File: src/rtl/gd_iter_ctrl.sv
// rtl/gd_iter_ctrl.sv - iteration controller for the fixed-point gradient-descent loop
module gd_iter_ctrl #(
    parameter int          MAX_ITER = 256,
    parameter int          ITER_W   = 16,
    parameter logic [31:0] TOL      = 32'h00000001,
    parameter int          WATCHDOG = 1024
) (
    input  logic              clk,
    input  logic              rst_n,
    input  logic              start,
    input  logic [31:0]       x_init,
    input  logic [31:0]       x_diff,
    input  logic              func_done,
    input  logic              grad_overflow,
    output logic              start_func,
    output logic [31:0]       x_cur,
    output logic [ITER_W-1:0] iter_count,
    output logic              busy,
    output logic              done,
    output logic [1:0]        status,
    output logic              sat_seen
);

    localparam int WD_W = $clog2(WATCHDOG + 1);

    localparam logic [1:0] ST_CONV  = 2'd0;
    localparam logic [1:0] ST_MAX   = 2'd1;
    localparam logic [1:0] ST_OVF   = 2'd2;
    localparam logic [1:0] ST_TIMEO = 2'd3;

    typedef enum logic [2:0] {
        S_IDLE,
        S_LAUNCH,
        S_BLANK,
        S_WAIT,
        S_UPDATE,
        S_DONE
    } state_t;

    state_t            state;
    logic [WD_W-1:0]   wd_cnt;
    logic [31:0]       x_diff_q;
    logic              ovf_q;

    logic signed [32:0] diff_33;
    logic [32:0]        diff_abs;
    logic [31:0]        x_sat;
    logic               sat_hi;
    logic               sat_lo;
    logic               converged;
    logic [ITER_W-1:0]  iter_next;
    logic               max_hit;

    // 33-bit difference keeps the true sign so clamping can be decided from the top two bits
    assign diff_33   = $signed({x_cur[31], x_cur}) - $signed({x_diff_q[31], x_diff_q});
    assign sat_hi    = (diff_33[32] == 1'b0) && (diff_33[31] == 1'b1);
    assign sat_lo    = (diff_33[32] == 1'b1) && (diff_33[31] == 1'b0);
    assign x_sat     = sat_hi ? 32'h7FFFFFFF : (sat_lo ? 32'h80000000 : diff_33[31:0]);
    assign diff_abs  = x_diff_q[31] ? (33'd0 - {1'b1, x_diff_q}) : {1'b0, x_diff_q};
    assign converged = diff_abs <= {1'b0, TOL};
    assign iter_next = iter_count + 1'b1;
    assign max_hit   = iter_next == ITER_W'(MAX_ITER);

    always_ff @(posedge clk or negedge rst_n) begin
        if (!rst_n) begin
            state      <= S_IDLE;
            start_func <= 1'b0;
            x_cur      <= '0;
            iter_count <= '0;
            busy       <= 1'b0;
            done       <= 1'b0;
            status     <= ST_CONV;
            sat_seen   <= 1'b0;
            wd_cnt     <= '0;
            x_diff_q   <= '0;
            ovf_q      <= 1'b0;
        end else begin
            start_func <= 1'b0;
            done       <= 1'b0;
            case (state)
                S_IDLE, S_DONE: begin
                    if (start) begin
                        x_cur      <= x_init;
                        iter_count <= '0;
                        sat_seen   <= 1'b0;
                        status     <= ST_CONV;
                        start_func <= 1'b1;
                        busy       <= 1'b1;
                        state      <= S_LAUNCH;
                    end
                end
                S_LAUNCH: begin
                    state <= S_BLANK;
                end
                S_BLANK: begin
                    // func_done still shows the previous evaluation here, so it is not looked at
                    wd_cnt <= '0;
                    state  <= S_WAIT;
                end
                S_WAIT: begin
                    if (func_done) begin
                        x_diff_q <= x_diff;
                        ovf_q    <= grad_overflow;
                        state    <= S_UPDATE;
                    end else if (wd_cnt == WD_W'(WATCHDOG - 1)) begin
                        status <= ST_TIMEO;
                        done   <= 1'b1;
                        busy   <= 1'b0;
                        state  <= S_DONE;
                    end else begin
                        wd_cnt <= wd_cnt + 1'b1;
                    end
                end
                S_UPDATE: begin
                    if (ovf_q) begin
                        status <= ST_OVF;
                        done   <= 1'b1;
                        busy   <= 1'b0;
                        state  <= S_DONE;
                    end else begin
                        x_cur      <= x_sat;
                        sat_seen   <= sat_seen | sat_hi | sat_lo;
                        iter_count <= iter_next;
                        if (converged) begin
                            status <= ST_CONV;
                            done   <= 1'b1;
                            busy   <= 1'b0;
                            state  <= S_DONE;
                        end else if (max_hit) begin
                            status <= ST_MAX;
                            done   <= 1'b1;
                            busy   <= 1'b0;
                            state  <= S_DONE;
                        end else begin
                            start_func <= 1'b1;
                            state      <= S_LAUNCH;
                        end
                    end
                end
                default: begin
                    busy  <= 1'b0;
                    state <= S_IDLE;
                end
            endcase
        end
    end

endmodule

File: config.mk
export PLATFORM = sky130hd
export DESIGN_NAME = gd_iter_ctrl
export DESIGN_NICKNAME = d
export VERILOG_FILES = /design/src/rtl/gd_iter_ctrl.sv
export SDC_FILE = /design/constraint.sdc
export NUM_CORES = 1
export LEC_CHECK = 0
export CORE_MARGIN = 2
export CORE_UTILIZATION = 30
export DETAILED_ROUTE_END_ITERATION = 10
export DONT_BUFFER_PORTS = 1
export GPL_TIMING_DRIVEN = 0
export HOLD_SLACK_MARGIN = 0.02
export PLACE_DENSITY = 0.42
export SETUP_SLACK_MARGIN = 0.05
export SYNTH_ARGS = -nofsm -noshare
export SYNTH_HDL_FRONTEND = slang
export SYNTH_SLANG_ARGS = --single-unit
File: constraint.sdc
create_clock -name clk -period 9.16 [get_ports clk]
set_clock_uncertainty 0.1 [all_clocks]
set_input_delay 1.374 -clock clk [delete_from_list [all_inputs] [get_ports clk]]
set_output_delay 1.374 -clock clk [all_outputs]
set_load 0.1 [all_outputs]
# After elaboration in Yosys (flattened, before gate mapping)
# Index checks and enable logic that the tools add are counted.
# Widths: inputs -> output; s select.
[word_totals]
reg_bits = 101
out_inout_bits = 54
input_bits = 69
word_cells = 96
[classes]
reduce_logical = 14
eq_ne = 14
addsub = 4
bitwise = 5
n_lt_le_gt_ge = 1
mux = 47
[op_table]
columns = ["op", "count"]
rows = [
  ["$mux 32", 4],
  ["$pmux 32 s2", 1],
  ["$le 33x1->1 const B", 1],
  ["$mux 33", 1],
  ["$sub 1x33->33 const A", 1],
  ["$sub 32x32->33", 1],
  ["$mux 16", 2],
  ["$pmux 16 s2", 1],
  ["$mux 11", 2],
  ["$pmux 11 s2", 1],
  ["$mux 3", 6],
  ["$mux 1", 17],
  ["$add 16x1->16 const B", 1],
  ["$eq 16x9->1 const B", 1],
  ["$pmux 3 s5", 1],
  ["$mux 2", 6],
  ["$add 11x1->11 const B", 1],
  ["$eq 11x10->1 const B", 1],
  ["$ne 2x2->1 const B", 5],
  ["$reduce_and 5->1", 2],
  ["$eq 3x2->1 const B", 2],
  ["$eq 3x3->1 const B", 2],
  ["$pmux 1 s2", 3],
  ["$pmux 2 s3", 1],
  ["other kinds (13)", 21],
]

# Longest topological paths before layout
[depth]
depth_word = 7
depth_mapped = 14
depth_no_buf = 12

# Worst setup path before layout
# No wires, ideal clock.
[synth_path]
path_kind = "register -> register"
startpoint = "register x_cur[0]"
endpoint = "register x_cur[23]"
t_required_ns = 8.969
path_buffers = 2
stages_incl_launch_ff = 15
synth_period_minus_slack_ns = 3.760
setup_ns = 0.091
setup_slack_ns = 5.400
t_arrival_ns = 3.570
cell_sequence = "dfrtp_1 inv_1 ha_1 fa_1 nand2b_1 a21oi_1 o21ai_0 o211ai_1 o31ai_1 a21oi_1 and2_1 clkbuf_1 clkbuf_1 mux2i_1 o221ai_1"
[synth_between]
elab_chain_len = 7
elab_cells_between_ends = 9
classes_between = "1 x add/sub; 4 x mux; 2 x bitwise; 2 x reduce/logical"
[synth_lines]
columns = ["item", "line_no", "rtl"]
rows = [
  ["start, declared", "16", "output logic [31:0] x_cur,"],
  ["start signal, assigned", "83", "x_cur <= x_init;"],
  ["start signal, assigned", "121", "x_cur <= x_sat;"],
  ["$sub 32x32->33 (*)", "55", "assign diff_33 = $signed({x_cur[31], x_cur}) - $signed({x_diff_q[31], x_diff_q});"],
  ["$not 1->1", "57", "assign sat_lo = (diff_33[32] == 1'b1) && (diff_33[31] == 1'b0);"],
  ["$logic_and 1x1->1", "57", ""],
  ["$mux 32", "58", "assign x_sat = sat_hi ? 32'h7FFFFFFF : (sat_lo ? 32'h80000000 : diff_33[31:0]);"],
  ["$mux 32 (*)", "58", ""],
  ["$mux 32 (*)", "115", "if (ovf_q) begin"],
  ["$pmux 32 s2 (*)", "80", "case (state)"],
]
# Every way passes the cells marked *; elsewhere a longest branch is shown, timed or not. The select of a mux whose other input is x is not followed.
# A chain may end at the register's enable or synchronous reset.

# Final worst setup path
[layout_path]
startpoint = "register x_cur[0]"
endpoint = "register x_cur[9]"
# Same word-level chain as after synthesis.

==> results.sh <==
export IMPL_fmax_mhz=199
export IMPL_routed_via_count=6741
export IMPL_min_path_type="register to register"
export IMPL_min_to="wd_cnt[1]"
export IMPL_synth_compound_area_share_pct=23.4
export IMPL_postSynthCellCount=902
export IMPL_synth_top_family_by_area="compound AO/OA/AOI/OAI gates"
export IMPL_synth_xor_xnor_area_share_pct=4.68
export IMPL_r2r_worst_path_cells=14
export IMPL_fp_dieH_um=162
export IMPL_status="complete, no violations"
export IMPL_crit_fanout=10
export IMPL_rsz0062_at_grt="false"
export IMPL_grt_pass1_wl_um=40100
export IMPL_synthFlopType="dfrtp_1"
export IMPL_slowest_delay_ps=970
export IMPL_via_per_inst=5.42
export IMPL_dieArea_mm2=0.0262
export IMPL_required_ps=9350
export IMPL_clock_path_buffers=2
export IMPL_grt_pass1_vias=6566
export IMPL_synth_area_top_cells="dfrtp_1, a21oi_1, ha_1, mux2_2, o21ai_0"
export IMPL_yosys_warnings=0
export IMPL_track_usage_pct=20.1
export IMPL_cts_sinks=101
export IMPL_start_util_pct=30.7
export IMPL_clock_latency_ps=360
export IMPL_dpl_hpwl_um=20200
export IMPL_postCtsHoldBufs=0
export IMPL_syn_to_final_growth_pct=9.74
export IMPL_clk_pin_slew_worst_paths_ps=80
export IMPL_htree_levels=3
export IMPL_synth_top_area_share_pct=33.8
export IMPL_hold_depth=2
export IMPL_finalCoreUtilization_pct=33.7
export IMPL_final_cell_mix="dfrtp_1, a21oi_1, o21ai_0, nand2_1, nor2_1"
export IMPL_rrSetupSlack_ps=4130
export IMPL_fin_crit_sh_pct=54.9
export IMPL_end_kind="register"
export IMPL_path_cells="inv_1, ha_1, fa_1, nand2b_1, a21oi_1, o21ai_0, o211ai_1, o31ai_1, a21oi_1, or2_2, buf_2, buf_1, o211ai_1, a21oi_1"
export IMPL_setup_viol=0
export IMPL_ys_seq_area_share_pct=33.8
export IMPL_io_buffers=0
export IMPL_pin_count=123
export IMPL_async_reset_ff_share_pct=100
export IMPL_wl_met1_um=12300
export IMPL_maxCapViolCount=0
export IMPL_met3_wirelength_um=1470
export IMPL_die_w_um=162
export IMPL_synthAdderAreaFrac_pct=6.12
export IMPL_cts_buffers=9
export IMPL_worstMarginPinSlew_ps=1110
export IMPL_nNetsFinal=1018
export IMPL_drt_iter0_drc=418
export IMPL_ant_nets=0
export IMPL_synthesis_area_mm2=0.00749
export IMPL_path_buf_inv=3
export IMPL_layout_drive_gt1_share_pct=7.84
export IMPL_hold_violations=0
export IMPL_crit_slowest_cell="dfrtp_1"
export IMPL_ys_types=68
export IMPL_critPathArrivalTime_ps=5220
export IMPL_cts_repair_resized=0
export IMPL_first_pass_iters=5
export IMPL_topRoutingLayerUsed="met5"
export IMPL_syn_num_nets=1007
export IMPL_synth_edf_count=0
export IMPL_reg2reg_to="x_cur[9]"
export IMPL_critPathTopFamily="compound AO/OA/AOI/OAI gates"
export IMPL_crit_top_cell="a21oi_1"
export IMPL_yosys_area_share_simple_pct=21.2
export IMPL_synth_avg_cell_area_um2=8.30
export IMPL_num_rows=57
export IMPL_synth_top_area_cell="dfrtp_1"
export IMPL_min_from="wd_cnt[1]"
export IMPL_final_common_cell="dfrtp_1"
export IMPL_antenna_found_initial=3
export IMPL_setup_tns_ps=0
export IMPL_grt_max_degree=102
export IMPL_coreArea_mm2=0.0244
export IMPL_rr_startpoint="x_cur[0]"
export IMPL_cts_tree="built"
export IMPL_route_met2_wl_um=12300
export IMPL_root_buffer="clkbuf_16"
export IMPL_drv_slew=0
export IMPL_overflow=0
export IMPL_slew_headroom_pct=26.1
export IMPL_wl_per_cell_um=21.3
export IMPL_critPathLaunchType="register"
export IMPL_post_cts_setup_buffers=0
export IMPL_synthMuxAreaShare_pct=5.95
export IMPL_routed_wirelength_um=26400
export IMPL_gp_congestion=0.821
export IMPL_min_period_ps=5030
export IMPL_drc_errors=0
export IMPL_synth_seq_cells=101
export IMPL_worstSetupPathType="register to register"
[through the flow]
stage          hold WS [ps]  std cells  worst slack [ps]  area [um2]
2_1_floorplan           373        902              5400        7490
3_3_place_gp            409       1226              4100        7890
3_5_place_dp            409       1226              4090        7890
4_1_cts                 426       1242              4070        8210
5_1_grt                 497       1242              3730        8210
6_report                424       1243              4130        8220
[worst max path at each step]
| stage | from | end | slack [ps] | cells after the start |
|---|---|---|---|---|
| final | x_cur[0] | x_cur[9] | 4130 | 14 |
| after global routing | x_cur[0] | x_cur[9] | 3730 | 14 |
| after CTS | x_cur[0] | x_cur[9] | 4070 | 14 |
| after detailed placement | x_cur[0] | x_cur[9] | 4090 | 14 |
| after global placement | x_cur[0] | x_cur[9] | 4100 | 14 |
| after floorplan | x_cur[0] | x_cur[23] | 5400 | 14 |
[metal layers]
metal	track usage [%]	up-vias
met5	0	-
met4	4.71	4
met3	4.57	25
met2	32.4	150
met1	27.4	3232
li1	-	3330
[area by class of cell]
cell class | instances | area [um2]
clock inverter | 6 | 92.6
tap | 324 | 405
clock buffer | 10 | 229
inverter | 48 | 180
buffer | 45 | 180
sequential | 101 | 2530
multi-input combinational | 708 | 4600
fill | 2672 | 16200
antenna | 1 | 2.50
[synth_stat cells (all sizes together) (20+ instances only)]
| library cell | number |
|---|---|
| nand3 | 26 |
| nor2 | 61 |
| a21oi | 92 |
| or3 | 25 |
| dfrtp | 101 |
| clkbuf | 37 |
| nor3 | 23 |
| o21ai | 79 |
| xnor2 | 24 |
| ha | 35 |
| mux2 | 36 |
| inv | 48 |
| nand2 | 78 |
| a31oi | 20 |
[kinds of logic (layout without fill, tap and decap cells)]
kind of cell,after synthesis,in the layout
DFF,101,101
muxes,40,40
buffers and inverters,93,109
other,0,1
adders and majority gates,36,36
xor gates and xnor gates,40,40
and+or+nand+nor,303,303
AOI/OAI and AO/OA,289,289
[flip-flops by register name (all words and copies together) (netlist names)]
signal and flops:
ovf_q 1, start_func 1, status 2, busy 1
x_cur 32, sat_seen 1, iter_count 16, state 3
done 1, x_diff_q 32, wd_cnt 11
[worst min-delay path, delay by kind of cell, from the launching register on]
| family | cells | cell delay [ps] |
|---|---|---|
| and+or+nand+nor | 1 | 50 |
| DFF | 1 | 370 |
| AOI/OAI and AO/OA | 1 | 60 |
Power is not shown: default switching activity piles up to over one toggle a cycle in this logic, so the estimate is an artifact.
